==> src/rtl/gf193_reduce_seq.sv <==
// gf193_reduce_seq
// Sequential reduction of a 385-bit GF(2)[x] product modulo
// F(x) = x^193 + x^15 + 1. D product bits are folded per cycle, from the top
// of the accumulator downward. The latency is fixed at NF = ceil(192/D) fold
// cycles, whatever the data.
//
// Ports
//   clk       : clock; all state changes on the rising edge
//   rst       : synchronous active-high reset
//   y_in      : [384:0] unreduced product; bit i is the coefficient of x^i
//   in_valid  : y_in is presented
//   in_ready  : the block accepts y_in this cycle (IDLE only)
//   r_out     : [192:0] registered result, y_in mod F(x)
//   out_valid : r_out holds a result (DONE only)
//   out_ready : the consumer takes r_out
module gf193_reduce_seq #(
  parameter int D = 16
) (
  input  logic         clk,
  input  logic         rst,
  input  logic [384:0] y_in,
  input  logic         in_valid,
  output logic         in_ready,
  output logic [192:0] r_out,
  output logic         out_valid,
  input  logic         out_ready
);

  localparam int NF = (192 + D - 1) / D;
  localparam int CW = $clog2(NF + 1);
  localparam logic [CW-1:0] LAST = CW'(NF - 1);

  typedef enum logic [1:0] {IDLE, FOLD, DONE} state_t;

  state_t        state, state_nxt;
  logic [384:0]  acc, acc_fold;
  logic [CW-1:0] cnt;
  logic          last;
  int            k;

  assign last = (cnt == LAST);

  // One fold step. Window k covers bits 384-k*D down to max(193, 385-(k+1)*D).
  // Every set bit i in the window is replaced by x^(i-193) + x^(i-178).
  // Because D <= 178, i-178 always lands below the window. Within one step
  // no target bit therefore sits inside the window, and reading acc (the
  // value at cycle start) gives the same result as a serial fold.
  always_comb begin
    k        = 32'(cnt);
    acc_fold = acc;
    for (int i = 193; i < 385; i++) begin
      if ((i + (k + 1) * D >= 385) && (i + k * D <= 384) && acc[i]) begin
        acc_fold[i]       = 1'b0;
        acc_fold[i - 193] = acc_fold[i - 193] ^ 1'b1;
        acc_fold[i - 178] = acc_fold[i - 178] ^ 1'b1;
      end
    end
  end

  // State register
  always_ff @(posedge clk) begin
    if (rst) state <= IDLE;
    else     state <= state_nxt;
  end

  // Next state
  always_comb begin
    state_nxt = state;
    case (state)
      IDLE:    if (in_valid)  state_nxt = FOLD;
      FOLD:    if (last)      state_nxt = DONE;
      DONE:    if (out_ready) state_nxt = IDLE;
      default:                state_nxt = IDLE;
    endcase
  end

  // Outputs
  always_comb begin
    in_ready  = (state == IDLE);
    out_valid = (state == DONE);
  end

  // Datapath: accumulator, fold counter, result register
  always_ff @(posedge clk) begin
    if (rst) begin
      acc   <= '0;
      cnt   <= '0;
      r_out <= '0;
    end else begin
      case (state)
        IDLE: begin
          if (in_valid) begin
            acc <= y_in;
            cnt <= '0;
          end
        end
        FOLD: begin
          acc <= acc_fold;
          cnt <= cnt + CW'(1);
          if (last) r_out <= acc_fold[192:0];
        end
        default: ;
      endcase
    end
  end

endmodule

==> config.mk <==
export PLATFORM = sky130hd
export DESIGN_NAME = gf193_reduce_seq
export DESIGN_NICKNAME = d
export VERILOG_FILES = /design/src/rtl/gf193_reduce_seq.sv
export SDC_FILE = /design/constraint.sdc
export NUM_CORES = 2
export LEC_CHECK = 0
export CAP_MARGIN = 0
export CORE_ASPECT_RATIO = 1.5
export CORE_MARGIN = 1
export CORE_UTILIZATION = 50
export DETAILED_ROUTE_END_ITERATION = 12
export PLACE_DENSITY = 0.78
export SLEW_MARGIN = 20
export SYNTH_ARGS = -nofsm -noshare
export SYNTH_HDL_FRONTEND = slang
export SYNTH_SLANG_ARGS = --single-unit
export TNS_END_PERCENT = 100
==> constraint.sdc <==
create_clock -name clk -period 7.5 [get_ports clk]
set_clock_uncertainty 0.15 [all_clocks]
set_input_delay 1.5 -clock clk [delete_from_list [all_inputs] [get_ports clk]]
set_output_delay 1.5 -clock clk [all_outputs]
set_load 0.02 [all_outputs]
==> metrics.md <==
| Metric | Value |
|---|---|
| Final worst path period share | a little under two thirds |
| Reg clk slew, reported paths | 0.07 ns |
| CTS tree | yes |
| Clock Latency Late Sink | 0.63 ns |
| P_sw | a little over 2 mW |
| Int Power | 5.68 mW |
| IR drop worst, VDD | roughly 210 µV |
| HPWL Detailed | between 70000 and 80000 µm |
| Worst Setup Start Kind | register |
| Adder-cell share of the synthesized area | less than 1% |
| Total number of vias | 28357 |
| Drt initial violations | ~2300 |
| DP Area | 34900 µm² |
| Worst slew pin tran | 1.16 ns |
| # rows | roughly 110 |
| Setup violations, final | 0 |
| Worst EP arrival | just over 3 ns |
| Post-route DRC | 0 |
| Die X | 198 µm |
| Setup CP Type | register to output pin |
| # Post-CTS Setup Buffers | 0 |
| Fillcell total | between 4000 and 5000 |
| Total wire length | ~110000 µm |
| Max-slew violation count | 0 |
| Post-synthesis sequential area ratio | 40.6% |
| Net Sw Frac | a little over a quarter |
| Sequential Power Share | a little over two fifths |
| Syn nets | ~4000 |
| Multi-input logic area | ~16000 µm² |
| Synth Flop Type | dfxtp_1 |
| Endpoint class of the critical path | output pin |
| Unrepaired setup endpoints after global routing | false |
| Setup slack after layout | around 2.7 ns |
| CTS resizes | 0 |
| DR pass1 iterations | 6 |
| CTS Root Cell | clkbuf_16 |
| FF+latch count, synth | 584 |
| Design area | between 30000 and 40000 µm² |
| Area delta synth->final | 28.7% |
| Post-synth top area share | around two fifths |
| Max_slew headroom | ~23% |
| Synth Area in XOR/XNOR | 11.9% |
| Clock tree buffer depth | 3 |
| Synth Instances | around 3600 |
| Clock network fraction of total power | about two fifths |
| Run status | completed |
| Vias in the first global route | 26889 |
| Count leader, synth | nand2_1 |
| Via density | a little under 6 |
| Min Tclk post-route | about 4.8 ns |
| DR WL/cell | roughly 23 µm |
| Vert. Die Dim | 296 µm |
| Num CTS Buffers | 56 |
| Synth Warn # | 0 |
| Largest family of logic cells by synthesized area | compound AO/OA/AOI/OAI gates |
| GRT Total Usage | 36.4% |
| Routability cong. | ~0.93 |
| Synth Area in Compound Gates | between 20% and 30% |
| Total negative slack | 0 ns |
| H-tree levels | 2 |
| Simple-gate portion of the synthesized area | about 17% |
| Top post-synthesis cells by count | 676 x nand2_1, 584 x dfxtp_1, 317 x o21ai_0, 305 x a21oi_1, 253 x nor2_1 |
| Combinational power share | about 15% |
| Area leader, netlist | dfxtp_1 |
| Fin util | 65.1% |
| Synth Cell Area | about 29000 µm² |
| Async S/R FF share, synth | 0% |
| Placement Setup Slack | approximately 3 ns |
| Remaining antenna violation count | 0 |
| Final net count | 4379 |
| Worst-path maximum fanout | 85 |
| Post-synthesis mux area share | less than 1% |
| I/O pins | between 500 and 600 |
| Share of layout cells above drive strength 1 | between 5 and 6% |
| Distinct cells, synth | 80 |
| Mapped Avg Cell Area | 8.05 µm² |
| Hold Path Class | register to register |
| Pleak | between 10 and 15 nW |
| Worst endpoint required time | 5.85 ns |
| GRT overflow | 0 |
| Die Area | around 59000 µm² |
| Final Hold Fails | 0 |
| Clock tree sinks | ~580 |
| Max_cap viols | 0 |
| PwrDens | ~210 nW/µm² |
| Top cells by area, synth | dfxtp_1 41%, nand2_1 8.8%, xnor2_1 7.0%, o21ai_0 5.5%, a21oi_1 5.3% |
| First-pass GRT wire length | between 150000 and 200000 µm |
| Register Area | ~12000 µm² |
| Max Clk Rate | roughly 0.21 GHz |
| Std-Cell Core Area | about 57000 µm² |
| Largest net degree at the start of global routing | between 150 and 200 |
| Initial antenna violation count | 25 |
| IO Port Bufs | 583 |
| Hold-fix buffers, CTS | 0 |
| Number of synthesized flops with an enable pin | 0 |
| Initial Util | about half |
-- worst max-delay path, cell delays in order (launching register included) --
cell	delay, ns
dfxtp_4	0.77
buf_4	0.94
nor2_1	0.13
clkdlybuf4s50_1	0.61
-- through the flow --
stage | hold slack [ns] | cells | total power, mW
floorplan | 0.278 | 3577 | 4.14
global placement | 0.281 | 4685 | 4.56
detailed placement | 0.288 | 4686 | 4.59
CTS | 0.297 | 4791 | 7.75
global route | 0.313 | 4809 | 8.00
finish | 0.293 | 4811 | 7.75
-- cells in the final DEF (no fill, tap or decap), types with 41 or more instances in the layout --
master and instances:
dfxtp_1 582, nand2_1 675, o2bb2ai_1 44, a211oi_1 43
clkbuf_16 57, buf_4 41, a21oi_1 304, and2_1 57
o21ai_0 317, clkdlybuf4s50_1 581, inv_1 55, o221ai_1 70
o211ai_1 41, nor2_1 245, xnor2_1 229, a2bb2oi_1 81
xor2_1 112
-- metal layers --
metal	part of all wire, %	global-route usage (%)	vias to the layer above
li1	-	-	13185
met1	37	42.9	13413
met2	47	59.3	1417
met3	8.4	6.94	328
met4	7.3	25.9	14
met5	0.084	0	-
-- power groups by stage --
stage          Combinational, mW  Sequential (mW)  Clock (mW)
2_1_floorplan              0.715             3.42           0
3_3_place_gp                1.11             3.45           0
3_5_place_dp                1.13             3.45           0
4_1_cts                     1.14             3.39        3.22
5_1_grt                     1.25             3.41        3.35
6_report                    1.15             3.39        3.21
-- registers in the layout (all words and copies together) (netlist names) --
signal / count
acc: 385
r_out: 193
cnt: 4
state: 2
-- cell families after synthesis --
group,count (synthesis)
DFF,584
adders and majority gates,9
AOI/OAI and AO/OA,1121
xor gates and xnor gates,363
muxes,8
and+or+nand+nor,1154
buffers and inverters,338
-- cell type report --
class / count / share of cell area (%)
clock buffer: 72 / 4.38
clock inverter: 33 / 1.22
sequential: 584 / 31.6
timing repair buffer: 626 / 16.7
multi-input combinational: 2655 / 42.8
tap: 763 / 2.58
inverter: 58 / 0.588
antenna: 20 / 0.135
-- worst paths after layout --
check	cells after the start	startpoint	to	slack, ns
setup / recovery	3	state[0]	in_ready	2.75
hold / removal	2	r_out[47]	r_out[47]	0.29
setup reg to reg	8	cnt[1]	acc[247]	2.97
hold reg to reg	2	r_out[47]	r_out[47]	0.29
Note: power is estimated with default switching activity, not from simulation.
